`config.mk`:
```
export PLATFORM = sky130hd
export DESIGN_NAME = ex_muldiv_iter
export DESIGN_NICKNAME = d
export VERILOG_FILES = /design/src/rtl/muldiv_pkg.sv /design/src/rtl/md_sign_fix.sv /design/src/rtl/ex_muldiv_iter.sv
export SDC_FILE = /design/constraint.sdc
export NUM_CORES = 1
export LEC_CHECK = 0
export CAP_MARGIN = 20
export CELL_PAD_IN_SITES_DETAIL_PLACEMENT = 0
export CELL_PAD_IN_SITES_GLOBAL_PLACEMENT = 2
export CORE_ASPECT_RATIO = 0.9
export CORE_MARGIN = 5
export CORE_UTILIZATION = 33
export CTS_BUF_LIST = sky130_fd_sc_hd__clkbuf_8 sky130_fd_sc_hd__clkbuf_16
export DETAILED_ROUTE_END_ITERATION = 12
export GPL_ROUTABILITY_DRIVEN = 0
export PLACE_DENSITY_LB_ADDON = 0.1
export SLEW_MARGIN = 20
export SYNTH_ARGS = -nofsm -noshare
export SYNTH_HDL_FRONTEND = slang
export SYNTH_SLANG_ARGS = --single-unit
```
`constraint.sdc`:
```
create_clock -name clk -period 13.7 [get_ports clk]
set_clock_uncertainty 0.2 [all_clocks]
set_input_delay 3.425 -clock clk [delete_from_list [all_inputs] [get_ports clk]]
set_output_delay 3.425 -clock clk [all_outputs]
set_load 0.01 [all_outputs]
```
`src/rtl/muldiv_pkg.sv`:
```
// Shared definitions for the iterative multiply/divide unit.
//   md_op_e      : operation encodings as presented on op_i
//   md_state_e   : control FSM states
//   MD_DIVZ_QUOT : quotient returned on divide-by-zero (all ones, sliced to WIDTH)
//   md_is_div    : op decodes to a divide
//   md_is_signed : op decodes to a signed operation
package muldiv_pkg;

    typedef enum logic [1:0] {
        MD_MULT  = 2'b00,
        MD_MULTU = 2'b01,
        MD_DIV   = 2'b10,
        MD_DIVU  = 2'b11
    } md_op_e;

    typedef enum logic [1:0] {
        MD_IDLE,
        MD_RUN,
        MD_DONE
    } md_state_e;

    localparam logic [63:0] MD_DIVZ_QUOT = 64'hFFFF_FFFF_FFFF_FFFF;

    function automatic logic md_is_div(input logic [1:0] op);
        return op[1];
    endfunction

    function automatic logic md_is_signed(input logic [1:0] op);
        return ~op[0];
    endfunction

endpackage

```
`src/rtl/md_sign_fix.sv`:
```
// Conditional two's-complement negate. Takes magnitudes of signed operands on
// the way in and restores result signs on the way out.
//   val_i : value to fix up
//   neg_i : negate when high, pass through when low
//   val_o : fixed value
module md_sign_fix #(
    parameter int unsigned W = 32
) (
    input  logic [W-1:0] val_i,
    input  logic         neg_i,
    output logic [W-1:0] val_o
);

    assign val_o = neg_i ? -val_i : val_i;

endmodule

```
`src/rtl/ex_muldiv_iter.sv`:
```
// Iterative multiply/divide unit beside the EX-stage ALU. One bit per cycle:
// shift-add for MULT/MULTU, restoring division for DIV/DIVU, on unsigned
// magnitudes with a sign fix-up on the final iteration.
//   clk, rst       : clock, synchronous active-high reset
//   start_i        : request, sampled only while idle
//   op_i           : 00 MULT, 01 MULTU, 10 DIV, 11 DIVU
//   opa_i, opb_i   : multiplicand/dividend, multiplier/divisor
//   annul_i        : pipeline flush, drops an in-flight op
//   stallreq_o     : hold IF..EX while the unit is working
//   busy_o         : unit not idle
//   done_o         : one-cycle result strobe
//   hi_o, lo_o     : MUL product high/low, or DIV remainder/quotient
module ex_muldiv_iter
    import muldiv_pkg::*;
#(
    parameter int unsigned WIDTH = 32,
    parameter int unsigned CNT_W = 6
) (
    input  logic             clk,
    input  logic             rst,
    input  logic             start_i,
    input  logic [1:0]       op_i,
    input  logic [WIDTH-1:0] opa_i,
    input  logic [WIDTH-1:0] opb_i,
    input  logic             annul_i,
    output logic             stallreq_o,
    output logic             busy_o,
    output logic             done_o,
    output logic [WIDTH-1:0] hi_o,
    output logic [WIDTH-1:0] lo_o
);

    localparam logic [CNT_W-1:0] LastCnt = CNT_W'(WIDTH - 1);

    md_state_e          state_q, state_d;
    logic [CNT_W-1:0]   cnt_q, cnt_d;
    // MUL: {0, partial product upper, multiplier/low product}
    // DIV: {partial remainder (W+1), dividend shifting out / quotient shifting in}
    logic [2*WIDTH:0]   acc_q, acc_d;
    logic [WIDTH-1:0]   b_q, b_d;
    logic               is_div_q, is_div_d;
    logic               neg_res_q, neg_res_d;
    logic               neg_rem_q, neg_rem_d;
    logic [WIDTH-1:0]   hi_q, hi_d;
    logic [WIDTH-1:0]   lo_q, lo_d;

    logic               accept;
    logic               a_neg, b_neg;
    logic [WIDTH-1:0]   a_mag, b_mag;

    logic [WIDTH:0]     mul_upper;
    logic [WIDTH:0]     div_shift, div_diff;
    logic               div_ok;
    logic [2*WIDTH:0]   step_next;
    logic [2*WIDTH-1:0] res_raw, res_fixed;
    logic [WIDTH-1:0]   rem_fixed, fin_hi, fin_lo;

    assign accept = (state_q == MD_IDLE) & start_i & ~annul_i;
    assign a_neg  = md_is_signed(op_i) & opa_i[WIDTH-1];
    assign b_neg  = md_is_signed(op_i) & opb_i[WIDTH-1];

    md_sign_fix #(.W(WIDTH)) u_fix_a (
        .val_i (opa_i),
        .neg_i (a_neg),
        .val_o (a_mag)
    );

    md_sign_fix #(.W(WIDTH)) u_fix_b (
        .val_i (opb_i),
        .neg_i (b_neg),
        .val_o (b_mag)
    );

    // One iteration of either algorithm, from the current datapath register.
    always_comb begin
        mul_upper = acc_q[2*WIDTH:WIDTH] + (acc_q[0] ? {1'b0, b_q} : '0);
        div_shift = {acc_q[2*WIDTH-1:WIDTH], acc_q[WIDTH-1]};
        div_diff  = div_shift - {1'b0, b_q};
        // Remainder stays below the divisor, so bit W of the difference is a clean borrow.
        div_ok    = ~div_diff[WIDTH];
        if (is_div_q) begin
            step_next = {(div_ok ? div_diff : div_shift), acc_q[WIDTH-2:0], div_ok};
        end else begin
            step_next = {1'b0, mul_upper, acc_q[WIDTH-1:1]};
        end
    end

    // Final-iteration sign fix-up: the 2W negate serves the product and the quotient.
    assign res_raw = is_div_q ? {{WIDTH{1'b0}}, step_next[WIDTH-1:0]}
                              : step_next[2*WIDTH-1:0];

    md_sign_fix #(.W(2 * WIDTH)) u_fix_res (
        .val_i (res_raw),
        .neg_i (neg_res_q),
        .val_o (res_fixed)
    );

    md_sign_fix #(.W(WIDTH)) u_fix_rem (
        .val_i (step_next[2*WIDTH-1:WIDTH]),
        .neg_i (neg_rem_q),
        .val_o (rem_fixed)
    );

    assign fin_hi = is_div_q ? rem_fixed : res_fixed[2*WIDTH-1:WIDTH];
    assign fin_lo = res_fixed[WIDTH-1:0];

    always_comb begin
        state_d   = state_q;
        cnt_d     = cnt_q;
        acc_d     = acc_q;
        b_d       = b_q;
        is_div_d  = is_div_q;
        neg_res_d = neg_res_q;
        neg_rem_d = neg_rem_q;
        hi_d      = hi_q;
        lo_d      = lo_q;

        unique case (state_q)
            MD_IDLE: begin
                if (accept) begin
                    is_div_d  = md_is_div(op_i);
                    neg_res_d = a_neg ^ b_neg;
                    neg_rem_d = a_neg;
                    b_d       = b_mag;
                    cnt_d     = '0;
                    if (md_is_div(op_i) && (opb_i == '0)) begin
                        state_d = MD_DONE;
                        hi_d    = opa_i;
                        lo_d    = MD_DIVZ_QUOT[WIDTH-1:0];
                    end else begin
                        state_d = MD_RUN;
                        acc_d   = {{(WIDTH + 1){1'b0}}, a_mag};
                    end
                end
            end
            MD_RUN: begin
                if (annul_i) begin
                    state_d = MD_IDLE;
                end else begin
                    acc_d = step_next;
                    cnt_d = cnt_q + CNT_W'(1);
                    if (cnt_q == LastCnt) begin
                        state_d = MD_DONE;
                        hi_d    = fin_hi;
                        lo_d    = fin_lo;
                    end
                end
            end
            MD_DONE: begin
                state_d = MD_IDLE;
            end
            default: begin
                state_d = MD_IDLE;
            end
        endcase
    end

    always_ff @(posedge clk) begin
        if (rst) begin
            state_q   <= MD_IDLE;
            cnt_q     <= '0;
            acc_q     <= '0;
            b_q       <= '0;
            is_div_q  <= 1'b0;
            neg_res_q <= 1'b0;
            neg_rem_q <= 1'b0;
            hi_q      <= '0;
            lo_q      <= '0;
        end else begin
            state_q   <= state_d;
            cnt_q     <= cnt_d;
            acc_q     <= acc_d;
            b_q       <= b_d;
            is_div_q  <= is_div_d;
            neg_res_q <= neg_res_d;
            neg_rem_q <= neg_rem_d;
            hi_q      <= hi_d;
            lo_q      <= lo_d;
        end
    end

    // Combinational from start_i so the issuing instruction holds in EX on its first cycle.
    assign stallreq_o = accept | (state_q == MD_RUN);
    assign busy_o     = (state_q != MD_IDLE);
    assign done_o     = (state_q == MD_DONE) & ~annul_i;
    assign hi_o       = hi_q;
    assign lo_o       = lo_q;

endmodule
```
Word level (Yosys, flattened, before mapping). Index checks and enable logic that the tools add are counted.

Output and inout bits: 67. Bits of input ports: 70. Register bits after elaboration: 172.

Multiplexer cells: 31. Bitwise gates (word level): 10. $add $sub $neg: 7. Eq/ne operators: 9. Reduce and logical (&&, ||, !) cells: 10.

Operators with widths (count): 2-to-1 mux 32 bit (13); 2-to-1 mux 65 bit (4); case mux 65 bit (2 select lines) (1); 2-to-1 mux 64 bit (2); case mux 32 bit (2 select lines) (2); negator 32 bit (3); negator 64 bit (1); adder 33 x 32 -> 33 bit (1); 2-to-1 mux 33 bit (1); subtractor 33 x 32 -> 33 bit (1); logical NOT 32 bit (1); 2-to-1 mux 6 bit (2); case mux 6 bit (2 select lines) (1); 2-to-1 mux 2 bit (4); != test 2 bit (second input constant) (4); adder 6 x 1 -> 6 bit (second input constant) (1); == test 6 x 5 -> 1 bit (second input constant) (1); AND 1 bit (5); AND reduction 5 bit (1); case mux 2 bit (2 select lines) (1); AND reduction 2 bit (2); AND reduction 4 bit (1); nonzero test 2 bit (2); != test 3 bit (second input constant) (1); 9 further kinds (11).

Longest topological paths before layout.
Word-level depth: 10. Gate-level depth with buffers: 31. Mapped depth without buffers: 29.

Cells and area by module. A second synthesis with hierarchy kept.

Cell total of the unflattened synthesis: 2150. Area, all modules: 15967.8 µm².

Modules (own cells, without submodules): ex_muldiv_iter (times used 1, cells each 1628, sequential area each 3443.3 µm², area each 12213.0 µm²); md_sign_fix (u_fix_a ...) (times used 3, cells each 108, sequential area each 0.0 µm², area each 767.0 µm²); md_sign_fix (u_fix_res) (times used 1, cells each 198, sequential area each 0.0 µm², area each 1453.9 µm²).

Worst setup path after synthesis. No wires, ideal clock.

Kind: input to output. From: input annul_i. To: output stallreq_o. Required time: 10075 ps. Slack: 6039 ps. Data arrival time: 4036 ps. Stages on the path: 3. Path buffers: 1. Path through: nand3b_1 -> clkbuf_1 -> nand2_1.

Cells in the longest elaborated chain, start to end: 3.

RTL lines: start, declared (RTL line ex_muldiv_iter.sv:25) `input logic annul_i,`; NOT 1 bit (RTL line ex_muldiv_iter.sv:58) `assign accept = (state_q == MD_IDLE) & start_i & ~annul_i;`; AND 1 bit (RTL line ex_muldiv_iter.sv:58); bitwise OR 1 bit (RTL line ex_muldiv_iter.sv:183) `assign stallreq_o = accept | (state_q == MD_RUN);`; end, declared (RTL line ex_muldiv_iter.sv:26) `output logic stallreq_o,`.

No other way between the ends.

Final worst setup path. Same ends and word-level chain as after synthesis.

==> impl_summary.log <==
[metrics] result of the run: finished, final reports clean
[metrics] gate count after technology mapping: 2268
[metrics] Worst Setup Path Type: in2out
[metrics] slowest stage cell on the critical path: sky130_fd_sc_hd__clkdlybuf4s50_1
[metrics] Worst Setup Start Kind: input port
[metrics] Yosys cell types: 85
[metrics] flop2flop setup slack: 5.07 ns
[metrics] Reg2Reg Capture Point: hi_o[30]
[metrics] most common cell after layout, fill and taps aside: sky130_fd_sc_hd__nor2_1
[metrics] fraction of final layout cells with drive strength greater than 1: 5.75%
[metrics] final routed wire length divided by cell count: 22.7 um
[metrics] cell breakdown of the critical path: clkdlybuf4s50_1 > nand3b_1 > buf_4 > nand2_1 > clkdlybuf4s50_1
[metrics] met3 WL: 3410 um
[metrics] sequential cell area fraction in the yosys report: 21.2%
[metrics] worst IR drop on VDD: 105 uV
[metrics] post-synthesis instance area: 16200 sq um
[metrics] setup TNS after final layout: 0 ns
[metrics] highest achievable clock rate: 116 MHz
[metrics] static power due to leakage: 6.84 nW
[metrics] Power per Cell Area: 81.6 nW/um^2
[metrics] non-filler instance count after layout: 2947
[metrics] sequential cell area in the final layout: 3450 sq um
[metrics] width of the die: 244 um
[metrics] count of unresolved DRC violations after routing: 0
[metrics] Hold Fails Final Rpt: 0
[metrics] number of global-route vias before repair: 16300
[metrics] CORE AREA: 48800 sq um
[metrics] post-detailed-route count of antenna-violating nets: 0
[metrics] most used cells in the layout excluding fill and tap cells: 306 x sky130_fd_sc_hd__nor2_1, 189 x sky130_fd_sc_hd__nand2_1, 187 x sky130_fd_sc_hd__a21oi_1
[metrics] row count: 77
[metrics] Tcrit/Tclk final: 63.1%
[metrics] unrepaired setup endpoints after global routing: no
[metrics] final instance area: 18700 sq um
[metrics] largest net degree at the start of global routing: 121
[metrics] Total Die Area: 53600 sq um
[metrics] Layout area overhead: 15.3%
[metrics] total I/O pin count: 137
[metrics] number of nets in the final layout: 2444
[metrics] starting utilization of the core area: 33.2%
[metrics] flops & latches, synth: 172
[metrics] detailed-router iteration count before antenna repair: 5
[metrics] H-tree depth reported by CTS: 4
[metrics] critical path capture point type: output pin
[metrics] number of fill cells in the layout: 5182
[metrics] share of Yosys cell area claimed by the top area cell type: 21.2%
[metrics] port bufs: 136
[metrics] antenna violations before repair: 0
[metrics] Synth area leader: sky130_fd_sc_hd__dfxtp_1
[metrics] number of setup buffers added after CTS: 0
[metrics] height of the die: 220 um
[metrics] antenna cells: 0
[metrics] sum of met2 wire segment lengths after detailed routing: 30400 um
[metrics] footprint of the multi-input gates: 11900 sq um
[metrics] final-layout worst hold slack: 0.264 ns
[metrics] gr ovfl total: 0
[metrics] wire length reported by the detailed router: 66900 um
[metrics] data required time at the worst endpoint: 10.07 ns
[metrics] worst-case reg-to-reg path depth: 32
[metrics] warnings from Yosys: 0
[metrics] share of flip-flops with an asynchronous set or reset: 0%
[metrics] biggest cell delay along the critical path: 0.54 ns
[metrics] number of maximum-capacitance constraint violations: 0
[metrics] clock root cell: sky130_fd_sc_hd__clkbuf_16
[metrics] GRT Util Overall: 24.4%
[metrics] total via count after detailed routing: 17200
[metrics] Comb power frac: 29.4%
[metrics] Net Sw Frac: 37.8%
[metrics] number of synthesized flops with an enable pin: 0
[metrics] Worst Max-Slew Pin Slew: 1.09 ns
[metrics] highest net fanout along the worst path: 16
[metrics] worst path arrival time: 5.02 ns
[metrics] post-layout minimum cycle time: 8.65 ns
[metrics] clock network fraction of design power: 34.7%
[metrics] violation count after the first detailed-routing iteration: 1363
[metrics] cells resized by post-CTS repair: 0
[metrics] total number of clock tree sinks: 172
[metrics] net count after synthesis: 2410
[metrics] pre-CTS setup slack: 5.02 ns
[metrics] final worst slack: 5.05 ns
[metrics] Avg Vias per Cell: 5.85
[metrics] uppermost layer routed: met4
[metrics] hold bufs inserted after CTS: 0
[metrics] top post-synthesis cells by area: sky130_fd_sc_hd__dfxtp_1 21%, sky130_fd_sc_hd__nor2_1 7.1%, sky130_fd_sc_hd__a21oi_1 5.8%, sky130_fd_sc_hd__a211oi_1 5.5%, sky130_fd_sc_hd__ha_1 5.4%
[metrics] global-route wire length before repair: 102000 um
[metrics] clock tree buffer depth: 2
[metrics] Slew Limit Headroom: 27.5%
[metrics] hold path depth: 2
[metrics] critical register-to-register path startpoint: acc_q[31]
[metrics] final setup violating endpoints: 0
[metrics] worst min-delay path category: reg2reg
[metrics] final core area utilization: 38.2%
[metrics] sequential group share of total power: 35.9%
[metrics] dominant register cell in the synthesized netlist: sky130_fd_sc_hd__dfxtp_1
[metrics] Post-Place Cell Area: 18100 sq um
[metrics] DP Cell Count: 2915
[metrics] clock tree from TritonCTS: yes
[metrics] HP Start: hi_o[4]
[metrics] Clock Latency Late Sink: 0.50 ns
[metrics] number of CTS-inserted buffers: 17
[metrics] Detail Placement HPWL: 51100 um
[metrics] terminating pin of the worst hold path: hi_o[4]
[metrics] Pins Over Slew Limit: 0
[metrics] post-layout total power: 1.52 mW
[metrics] most frequent cell on the critical path: sky130_fd_sc_hd__clkdlybuf4s50_1
[metrics] Post-Synthesis Mean Instance Area: 7.15 sq um
[metrics] total net switching power: 576 uW
[metrics] total routed wire length on the met1 layer: 31800 um
[metrics] cell internal power dissipation: 949 uW
[metrics] register clock-pin slew on the reported worst setup and hold paths: 0.07 ns
layer usage:
| layer | GRT usage [%] | up-vias |
|---|---|---|
| li1 | - | 8384 |
| met1 | 34.4 | 8287 |
| met2 | 39.2 | 496 |
| met3 | 3.68 | 66 |
| met4 | 6.94 | 0 |
| met5 | 0 | - |
power by group through the flow:
stage	combinational, mW	sequential, mW	clock [mW]
6_report	0.449	0.548	0.528
5_1_grt	0.489	0.552	0.566
4_1_cts	0.445	0.548	0.548
3_5_place_dp	0.442	0.559	0
3_3_place_gp	0.443	0.559	0
2_1_floorplan	0.286	0.552	0
layout make-up:
| cell class | count | share of cell area (%) |
|---|---|---|
| Clock buffer | 17 | 2.28 |
| Clock inverter | 15 | 1.03 |
| Multi-Input combinational cell | 1872 | 63.9 |
| Tap cell | 632 | 4.23 |
| Sequential cell | 172 | 18.5 |
| Inverter | 68 | 1.37 |
| Timing Repair Buffer | 171 | 8.70 |
state kept, by name (all words and copies together), names as in the netlist:
signal,flops
acc_q,65
b_q,32
hi_o,32
lo_o,32
cnt_q,6
state_q,2
is_div_q,1
neg_rem_q,1
neg_res_q,1
logic make-up after synthesis:
| logic type | synth area share, % |
|---|---|
| xor gates and xnor gates | 9.08 |
| adders and majority gates | 5.65 |
| DFF | 21.2 |
| muxes | 3.68 |
| AOI/OAI and AO/OA | 30.3 |
| and+or+nand+nor | 24.6 |
| buffers and inverters | 5.37 |
cell usage after synthesis, drive strengths merged, types with 14 or more instances:
master  count
nor2      308
nand2     189
a21oi     187
dfxtp     172
clkbuf    129
o21ai     120
a211oi    118
xnor2      97
nor3       75
xor2       71
ha         70
inv        68
mux2i      46
and2       44
o211ai     35
o31ai      35
a22oi      31
or3        31
nand3      30
nand4      28
buf        27
a21o       23
nand2b     23
or2        22
a31oi      21
nor2b      19
and3       18
nor4       16
o41ai      14
worst max-delay path by stage:
stage,from,end,slack [ns],cells past startpoint
2_1_floorplan,annul_i,stallreq_o,6.04,3
3_3_place_gp,annul_i,stallreq_o,5.05,5
3_5_place_dp,annul_i,stallreq_o,5.02,5
4_1_cts,annul_i,stallreq_o,5.02,5
5_1_grt,acc_q[31],hi_o[30],4.46,32
6_report,annul_i,stallreq_o,5.05,5
worst max-delay path, delay by kind of cell:
family | cells | cell delay (ns)
buffers and inverters | 3 | 1.28
and+or+nand+nor | 2 | 0.29
Note: power is estimated with default switching activity, not from simulation.
